`config.mk`:
```
export PLATFORM = sky130hd
export DESIGN_NAME = uart_frame_sequencer
export DESIGN_NICKNAME = d
export VERILOG_FILES = /design/src/rtl/uart_frame_sequencer.sv
export SDC_FILE = /design/constraint.sdc
export NUM_CORES = 1
export LEC_CHECK = 0
export BUFFER_PORTS_ARGS = -buffer_cell sky130_fd_sc_hd__buf_2
export CORE_AREA = 4 4 139 128
export CTS_CLUSTER_SIZE = 25
export DETAILED_ROUTE_END_ITERATION = 8
export DIE_AREA = 0 0 143 132
export GPL_ROUTABILITY_DRIVEN = 0
export PLACE_DENSITY_LB_ADDON = 0.1
export SLEW_MARGIN = 20
export SYNTH_ARGS = -nofsm -noshare
export SYNTH_HDL_FRONTEND = slang
export SYNTH_SLANG_ARGS = --single-unit
```
`constraint.sdc`:
```
create_clock -name CLK50MHz -period 2 [get_ports CLK50MHz]
set_input_delay 0 -clock CLK50MHz [delete_from_list [all_inputs] [get_ports CLK50MHz]]
set_output_delay 0 -clock CLK50MHz [all_outputs]
set_load 0.02 [all_outputs]
```
`src/rtl/uart_frame_sequencer.sv`:
```
// Parses A5-framed command packets from the UART byte stream, applies audio
// configuration, and drains validated stream payloads over a valid/ready port.
module uart_frame_sequencer #(
   parameter int MAX_LEN     = 16,
   parameter int TIMEOUT_CYC = 260417
) (
   input  logic       CLK50MHz,
   input  logic       RST_N,
   input  logic [7:0] RX_DATA,
   input  logic       RX_VALID,
   input  logic       RX_FERR,
   output logic [7:0] CFG_VOL,
   output logic       CFG_MUTE,
   output logic [7:0] SAMPLE,
   output logic       SAMPLE_VALID,
   input  logic       SAMPLE_READY,
   output logic       PKT_OK,
   output logic       PKT_ERR,
   output logic       OVERRUN,
   output logic       BUSY
);

   localparam int AW = (MAX_LEN > 1) ? $clog2(MAX_LEN) : 1;
   localparam int IW = $clog2(MAX_LEN + 1);
   localparam int TW = (TIMEOUT_CYC > 1) ? $clog2(TIMEOUT_CYC) : 1;

   localparam logic [7:0]    SYNC       = 8'hA5;
   localparam logic [7:0]    CMD_VOL    = 8'h01;
   localparam logic [7:0]    CMD_MUTE   = 8'h02;
   localparam logic [7:0]    CMD_STREAM = 8'h10;
   localparam logic [7:0]    MAX_LEN_B  = 8'(MAX_LEN);
   localparam logic [IW-1:0] LEN_ONE    = IW'(1);
   localparam logic [TW-1:0] TO_LAST    = TW'(TIMEOUT_CYC - 1);

   typedef enum logic [2:0] {
      IDLE,
      GET_CMD,
      GET_LEN,
      GET_PAY,
      GET_CHK,
      DRAIN
   } state_t;

   state_t        state_q;
   logic [7:0]    cmd_q;
   logic [7:0]    chk_q;
   logic [IW-1:0] len_q;
   logic [IW-1:0] idx_q;
   logic [IW-1:0] rd_q;
   logic [TW-1:0] tmo_q;
   logic [7:0]    buf_q [MAX_LEN];

   logic [7:0]    chk_d;
   logic [IW-1:0] idx_d;
   logic          pay_wr;

   assign chk_d  = chk_q ^ RX_DATA;
   assign idx_d  = idx_q + 1'b1;
   assign pay_wr = (state_q == GET_PAY) && RX_VALID && !RX_FERR;
   assign BUSY   = (state_q != IDLE);

   // Payload storage carries no reset; the index/state reset is what discards it.
   always_ff @(posedge CLK50MHz) begin
      if (pay_wr) begin
         buf_q[idx_q[AW-1:0]] <= RX_DATA;
      end
   end

   always_ff @(posedge CLK50MHz or negedge RST_N) begin
      if (!RST_N) begin
         state_q      <= IDLE;
         cmd_q        <= '0;
         chk_q        <= '0;
         len_q        <= '0;
         idx_q        <= '0;
         rd_q         <= '0;
         tmo_q        <= '0;
         CFG_VOL      <= 8'h80;
         CFG_MUTE     <= 1'b1;
         SAMPLE       <= '0;
         SAMPLE_VALID <= 1'b0;
         PKT_OK       <= 1'b0;
         PKT_ERR      <= 1'b0;
         OVERRUN      <= 1'b0;
      end else begin
         PKT_OK  <= 1'b0;
         PKT_ERR <= 1'b0;
         OVERRUN <= 1'b0;
         case (state_q)
            IDLE: begin
               tmo_q <= '0;
               if (RX_VALID && (RX_DATA == SYNC)) begin
                  state_q <= GET_CMD;
               end
            end

            GET_CMD, GET_LEN, GET_PAY, GET_CHK: begin
               if (RX_VALID) begin
                  tmo_q <= '0;
                  if (RX_FERR) begin
                     PKT_ERR <= 1'b1;
                     state_q <= IDLE;
                  end else begin
                     case (state_q)
                        GET_CMD: begin
                           cmd_q   <= RX_DATA;
                           chk_q   <= RX_DATA;
                           state_q <= GET_LEN;
                        end
                        GET_LEN: begin
                           chk_q <= chk_d;
                           idx_q <= '0;
                           if (RX_DATA > MAX_LEN_B) begin
                              PKT_ERR <= 1'b1;
                              state_q <= IDLE;
                           end else begin
                              len_q   <= RX_DATA[IW-1:0];
                              state_q <= (RX_DATA == 8'h00) ? GET_CHK : GET_PAY;
                           end
                        end
                        GET_PAY: begin
                           chk_q <= chk_d;
                           idx_q <= idx_d;
                           if (idx_d == len_q) begin
                              state_q <= GET_CHK;
                           end
                        end
                        GET_CHK: begin
                           state_q <= IDLE;
                           // A correct checksum XORs the running sum to zero.
                           if (chk_d != 8'h00) begin
                              PKT_ERR <= 1'b1;
                           end else if ((cmd_q == CMD_VOL) && (len_q == LEN_ONE)) begin
                              CFG_VOL <= buf_q[0];
                              PKT_OK  <= 1'b1;
                           end else if ((cmd_q == CMD_MUTE) && (len_q == LEN_ONE)) begin
                              CFG_MUTE <= buf_q[0][0];
                              PKT_OK   <= 1'b1;
                           end else if ((cmd_q == CMD_STREAM) && (len_q != '0)) begin
                              PKT_OK       <= 1'b1;
                              SAMPLE       <= buf_q[0];
                              SAMPLE_VALID <= 1'b1;
                              rd_q         <= LEN_ONE;
                              state_q      <= DRAIN;
                           end else begin
                              PKT_ERR <= 1'b1;
                           end
                        end
                        default: ;
                     endcase
                  end
               end else if (tmo_q == TO_LAST) begin
                  PKT_ERR <= 1'b1;
                  tmo_q   <= '0;
                  state_q <= IDLE;
               end else begin
                  tmo_q <= tmo_q + 1'b1;
               end
            end

            DRAIN: begin
               if (RX_VALID) begin
                  OVERRUN <= 1'b1;
               end
               // rd_q is the index of the next byte to present; equal to len means the last is out.
               if (SAMPLE_READY) begin
                  if (rd_q == len_q) begin
                     SAMPLE_VALID <= 1'b0;
                     state_q      <= IDLE;
                  end else begin
                     SAMPLE <= buf_q[rd_q[AW-1:0]];
                     rd_q   <= rd_q + 1'b1;
                  end
               end
            end

            default: state_q <= IDLE;
         endcase
      end
   end

endmodule

```
Word level (Yosys, flattened, before mapping)

Memories as Yosys holds them, arrays and structs flattened.
Cells that the tools add are included.

Add/sub/neg operators: 3
Bitwise operators: 5
Equality and inequality tests: 27
Multiplexer cells: 72
Reduce and logical (&&, ||, !) cells: 27
Magnitude comparators: 1

Operator list:

| operator                                                                        | count |
|---|---|
| 8-bit 2-to-1 mux                                                                | 9 |
| 5-bit 2-to-1 mux                                                                | 9 |
| 3-bit 2-to-1 mux                                                                | 13 |
| 18-bit 2-to-1 mux                                                               | 2 |
| 18-bit case mux with 2 select lines                                             | 1 |
| 8-bit case mux with 2 select lines                                              | 2 |
| 1-bit 2-to-1 mux                                                                | 30 |
| 2-bit != test, second input constant                                            | 11 |
| 5-bit case mux with 2 select lines                                              | 2 |
| 10-bit AND reduction                                                            | 2 |
| 18-bit by 1-bit adder with 18-bit output, second input constant                 | 1 |
| 18-bit == test, second input constant                                           | 1 |
| 3-bit case mux with 4 select lines                                              | 1 |
| 4-bit AND reduction                                                             | 3 |
| 6-bit AND reduction                                                             | 2 |
| 5-bit by 1-bit adder with 5-bit output, second input constant                   | 2 |
| 5-bit == test                                                                   | 2 |
| 3-bit case mux with 3 select lines                                              | 1 |
| 8-bit by 1-bit == test with 1-bit output, second input constant                 | 1 |
| 8-bit by 2-bit == test with 1-bit output, second input constant                 | 1 |
| 8-bit by 5-bit == test with 1-bit output, second input constant                 | 1 |
| 8-bit == test, second input constant                                            | 1 |
| 8-bit by 5-bit greater-than comparator with 1-bit output, second input constant | 1 |
| 8-bit zero test                                                                 | 1 |
| 21 further kinds                                                                | 35 |

Output and inout port bits: 22
Bits of input ports: 13
Memories: 1
Register bits: 73
Memory bits (writable): 128

Memory list:

| name  | depth | width | read ports | clocked after memory_dff | write ports | line | source |
|---|---|---|---|---|---|---|---|
| buf_q | 16    | 8     | 2          | 0                        | 1           | 51   | `logic [7:0] buf_q [MAX_LEN];` |

Longest topological paths before layout

Depth after elaboration: 10
Depth in mapped cells: 9
Mapped depth without buffers: 8

Worst setup path before layout

Ideal clock, no wire load.

Path type: reg2reg
From: register state_q[2]
To: register SAMPLE[1]
Buffers on the path: 2
Period minus slack after synthesis: 2.277 ns
Cell stages (with the launch flop): 8
Setup slack: -0.277 ns
Required time: 1.874 ns
Arrival: 2.151 ns
Setup time: 0.126 ns
Path through: dfrtp_1 > clkbuf_1 > or3_1 > and2_1 > a41oi_1 > o211ai_2 > buf_2 > a221o_1

Cells in the longest elaborated chain, start to end: 4

RTL lines:

| element                                                                     | line | source |
|---|---|---|
| start: declaration                                                          | 44   | `state_t state_q;` |
| start signal: assignment                                                    | 118  | `state_q <= (RX_DATA == 8'h00) ? GET_CHK : GET_PAY;` |
| 3-bit by 2-bit == test with 1-bit output, or another cell as far along      | 89   | `case (state_q)` |
| 4-bit OR reduction                                                          | 89   |  |
| 2-bit != test (no source line) / 2-bit nonzero test (equally long branches) | --   |  |
| 10-bit AND reduction (no source line)                                       | --   |  |
| end signal: assignment                                                      | 141  | `SAMPLE <= buf_q[0];` |
| end signal: assignment                                                      | 171  | `SAMPLE <= buf_q[rd_q[AW-1:0]];` |
| end: declaration                                                            | 14   | `output logic [7:0] SAMPLE,` |

Parallel ways exist; a longest one is shown, timed or not.
A chain may end at the register's enable or synchronous reset.

Worst setup path after layout

From: register tmo_q[4]
To: register tmo_q[13]

Cells in the longest elaborated chain, start to end: 4

RTL lines:

| element                                                                           | line     | source |
|---|---|---|
| start: declaration                                                                | 50       | `logic [TW-1:0] tmo_q;` |
| start signal: assignment                                                          | 157      | `tmo_q <= tmo_q + 1'b1;` |
| 18-bit by 1-bit adder with 18-bit output / 18-bit == test (equally long branches) | 157, 152 |  |
| 18-bit 2-to-1 mux *                                                               | 152      | `end else if (tmo_q == TO_LAST) begin` |
| 18-bit 2-to-1 mux *                                                               | 98       | `if (RX_VALID) begin` |
| 18-bit case mux with 2 select lines *                                             | 89       |  |

Every way passes the cells marked *; elsewhere a longest branch is shown, timed or not.

==> impl_metrics.env <==
export IMPL_outcome="finished, violations left"
export IMPL_violations="negative setup slack"
export IMPL_grt_max_degree=39
export IMPL_cp_slowest_stage_delay_ns=0.52
export IMPL_crit_top_cell="o21ai_1"
export IMPL_end_kind="register"
export IMPL_die_y_um=132
export IMPL_root_buffer="clkbuf_16"
export IMPL_ys_async_sr_fraction=0.363
export IMPL_drtIter0Drc=539
export IMPL_syn_nets=644
export IMPL_synth_area_leaders="edfxtp_1 (43%), dfrtp_1 (20%), mux4_2 (7.9%)"
export IMPL_period_share=1.13
export IMPL_hpwl_um=15000
export IMPL_grt_pass1_wl_um=33900
export IMPL_avgSynthCellArea_um2=14.2
export IMPL_core_region_area_um2=16500
export IMPL_hp_class="primary input to asynchronous set/reset pin"
export IMPL_crit_chain="or4b_1 -> or4_4 -> o211ai_4 -> buf_6 -> buf_8 -> nor2b_1 -> o21ai_1 -> o21ai_1"
export IMPL_cts_made_buffers=21
export IMPL_slowest_stage="or4b_1"
export IMPL_first_pass_iters=5
export IMPL_overflow=0
export IMPL_diodes=0
export IMPL_finalSetupViolations=40
export IMPL_wire_per_inst_um=21.9
export IMPL_synth_seq_area_share=0.642
export IMPL_synthTopCellsByCount="edfxtp_1 (128), dfrtp_1 (71), nand2_1 (50)"
export IMPL_power_density_nw_per_um2=994
export IMPL_slew_viol_final=0
export IMPL_antenna_found_initial=0
export IMPL_synth_distinct_cells=58
export IMPL_grt_setup_unrepaired="yes"
export IMPL_rows=45
export IMPL_setup_slack_ns=-0.252
export IMPL_setup_tns_ns=-6.11
export IMPL_min_period_ns=2.25
export IMPL_tightest_slew_ns=0.529
export IMPL_fmax_mhz=444
export IMPL_grt_pass1_vias=6042
export IMPL_clock_latency_ns=0.48
export IMPL_cts_path_max_buffers=3
export IMPL_yosys_area_top_type="edfxtp_1"
export IMPL_final_nets=808
export IMPL_cts_sinks=201
export IMPL_die_w_um=143
export IMPL_peakVddDrop_v=0.000746
export IMPL_ctsHtreeMaxLevel=1
export IMPL_start_util=0.536
export IMPL_slew_headroom=0.648
export IMPL_area_growth_syn_to_layout_pct=28.5
export IMPL_ant_nets=0
export IMPL_cp_top_family="simple AND/OR/NAND/NOR gates"
export IMPL_syn_area_um2=8840
export IMPL_synthFlopType="edfxtp_1"
export IMPL_grt_busiest_layer="met2"
export IMPL_critPathLaunchType="register"
export IMPL_drcViolationCount=0
export IMPL_fin_skew_ns=0.00671
export IMPL_gr_usage_met1=0.344
export IMPL_p_total_w=0.0113
export IMPL_hold_violations=0
export IMPL_synth_seq_cells=201
export IMPL_critical_path_max_fanout=6
export IMPL_dieArea_um2=18900
export IMPL_layout_drive_gt1_share=0.382
export IMPL_via_per_inst=5.90
export IMPL_path_buf_inv=2
export IMPL_p_leak_nw=4.30
export IMPL_synth_edff_count=128
export IMPL_cp_arrival_ns=2.61
export IMPL_cts_tree="done"
export IMPL_totalWireLength_um=22200
export IMPL_cp_required_ns=2.36
export IMPL_ys_warn_count=0
export IMPL_track_usage=0.233
export IMPL_port_buffers=34
export IMPL_maxCapViolations=0
export IMPL_yosysTopAreaCellShare=0.435
export IMPL_vias=5969
export IMPL_ioPinCount=35
export IMPL_use_met3=0.0413
export IMPL_worstSetupPathType="register to register"
export IMPL_netlist_instances=624
export IMPL_met2_usage=0.360
export IMPL_clk_pin_slew_worst_paths_ns=0.06
export IMPL_yosysMostFrequentCell="edfxtp_1"
-- layout by cell type, fill, tap and decap left out, drive strengths merged, types with 7 or more instances in the layout --
cell type and instances:
a22oi 9, nand3 19, nor2b 7, xnor2 16, a21oi 18, clkinv 8
inv 18, xor2 20, mux2i 7, nand2b 8, and3 9, buf 158
mux4 31, ha 7, nand2 50, dfrtp 71, nor3 13, mux2 27
nor2 37, clkbuf 27, edfxtp 128, o21ai 30, dlygate4sd3 11, nand4 7
-- final timing paths --
kind	start	end	slack [ns]	depth (start not counted)
setup / recovery	tmo_q[4]$_DFFE_PN0P_	tmo_q[13]$_DFFE_PN0P_	-0.25	8
hold / removal	RST_N	SAMPLE[7]$_DFFE_PN0P_	0.04	2
setup reg to reg	tmo_q[4]$_DFFE_PN0P_	tmo_q[13]$_DFFE_PN0P_	-0.25	8
hold reg to reg	CFG_VOL[4]$_DFFE_PN0P_	CFG_VOL[4]$_DFFE_PN0P_	0.50	1
max in group asynchronous	RST_N	chk_q[2]$_DFFE_PN0P_	1.37	3
min in group CLK50MHz	RX_DATA[7]	chk_q[7]$_DFFE_PN0P_	0.05	4
-- cell families after synthesis --
logic type / synth area share
AND/OR/NAND/NOR: 0.102
AO/OA/AOI/OAI: 0.0681
multiplexers: 0.121
buffers and inverters: 0.0212
XOR/XNOR: 0.0357
adder cells (fa/ha/maj): 0.00990
flip-flops: 0.642
-- per-stage QoR --
stage / instance area (µm²) / cells / hold slack (ns) / setup slack (ns) / util
final: 11400 / 1012 / 0.0362 / -0.252 / 0.689
after global placement: 10100 / 950 / -0.00965 / -0.229 / 0.613
after global routing: 11400 / 1012 / 0.0461 / -0.320 / 0.689
after CTS: 11100 / 1005 / 0.0305 / -0.247 / 0.673
after detailed placement: 10100 / 950 / 0.00226 / -0.276 / 0.613
after floorplan: 8920 / 624 / -0.296 / -0.230 / -
-- power by group --
group	total [W]	leakage [nW]	internal [W]	switching, W
clock	0.00355	0.302	0.00206	0.00150
sequential	0.00494	2.09	0.00470	0.000239
combinational	0.00281	1.91	0.00141	0.00140
total	0.0113	4.30	0.00817	0.00313
-- final cells by class --
| class | count | area, µm² |
|---|---|---|
| flip-flops and latches | 201 | 5680 |
| repair buffers | 169 | 1380 |
| clock inverters | 9 | 68.8 |
| multi-input cells | 377 | 3360 |
| clock buffers | 27 | 548 |
| inverters | 18 | 67.6 |
| well taps | 211 | 264 |
| fillers | 1130 | 5130 |
-- state kept, by name, summed over array words and instances (netlist names), 5 cells and up --
name / count
len_q: 5
cmd_q: 8
chk_q: 8
SAMPLE: 8
buf_q: 128
rd_q: 5
CFG_VOL: 8
tmo_q: 18
idx_q: 5
-- worst reg2reg max path, delay by kind of cell (launching register included) --
family	cells	cell delay, ns
DFF	1	0.37
buffers and inverters	2	0.27
AOI/OAI and AO/OA	3	0.42
and+or+nand+nor	3	1.08
-- routing by layer --
metal	routed length, µm	up-vias
met5	0	-
met4	589	0
met3	1500	40
met2	10400	222
met1	9650	3021
li1	-	2686
-- repair_timing --
| item | CTS | global route |
|---|---|---|
| setup buffers | 7 | 9 |
| endpoints found under the hold margin | 126 | 0 |
| gates cloned | 2 | 1 |
| endpoints found under the setup margin | 169 | 174 |
| pin swaps | 9 | 22 |
| gates resized for setup | 38 | 57 |
| hold buffers | 11 | 0 |
(Power assumes the default switching activity.)
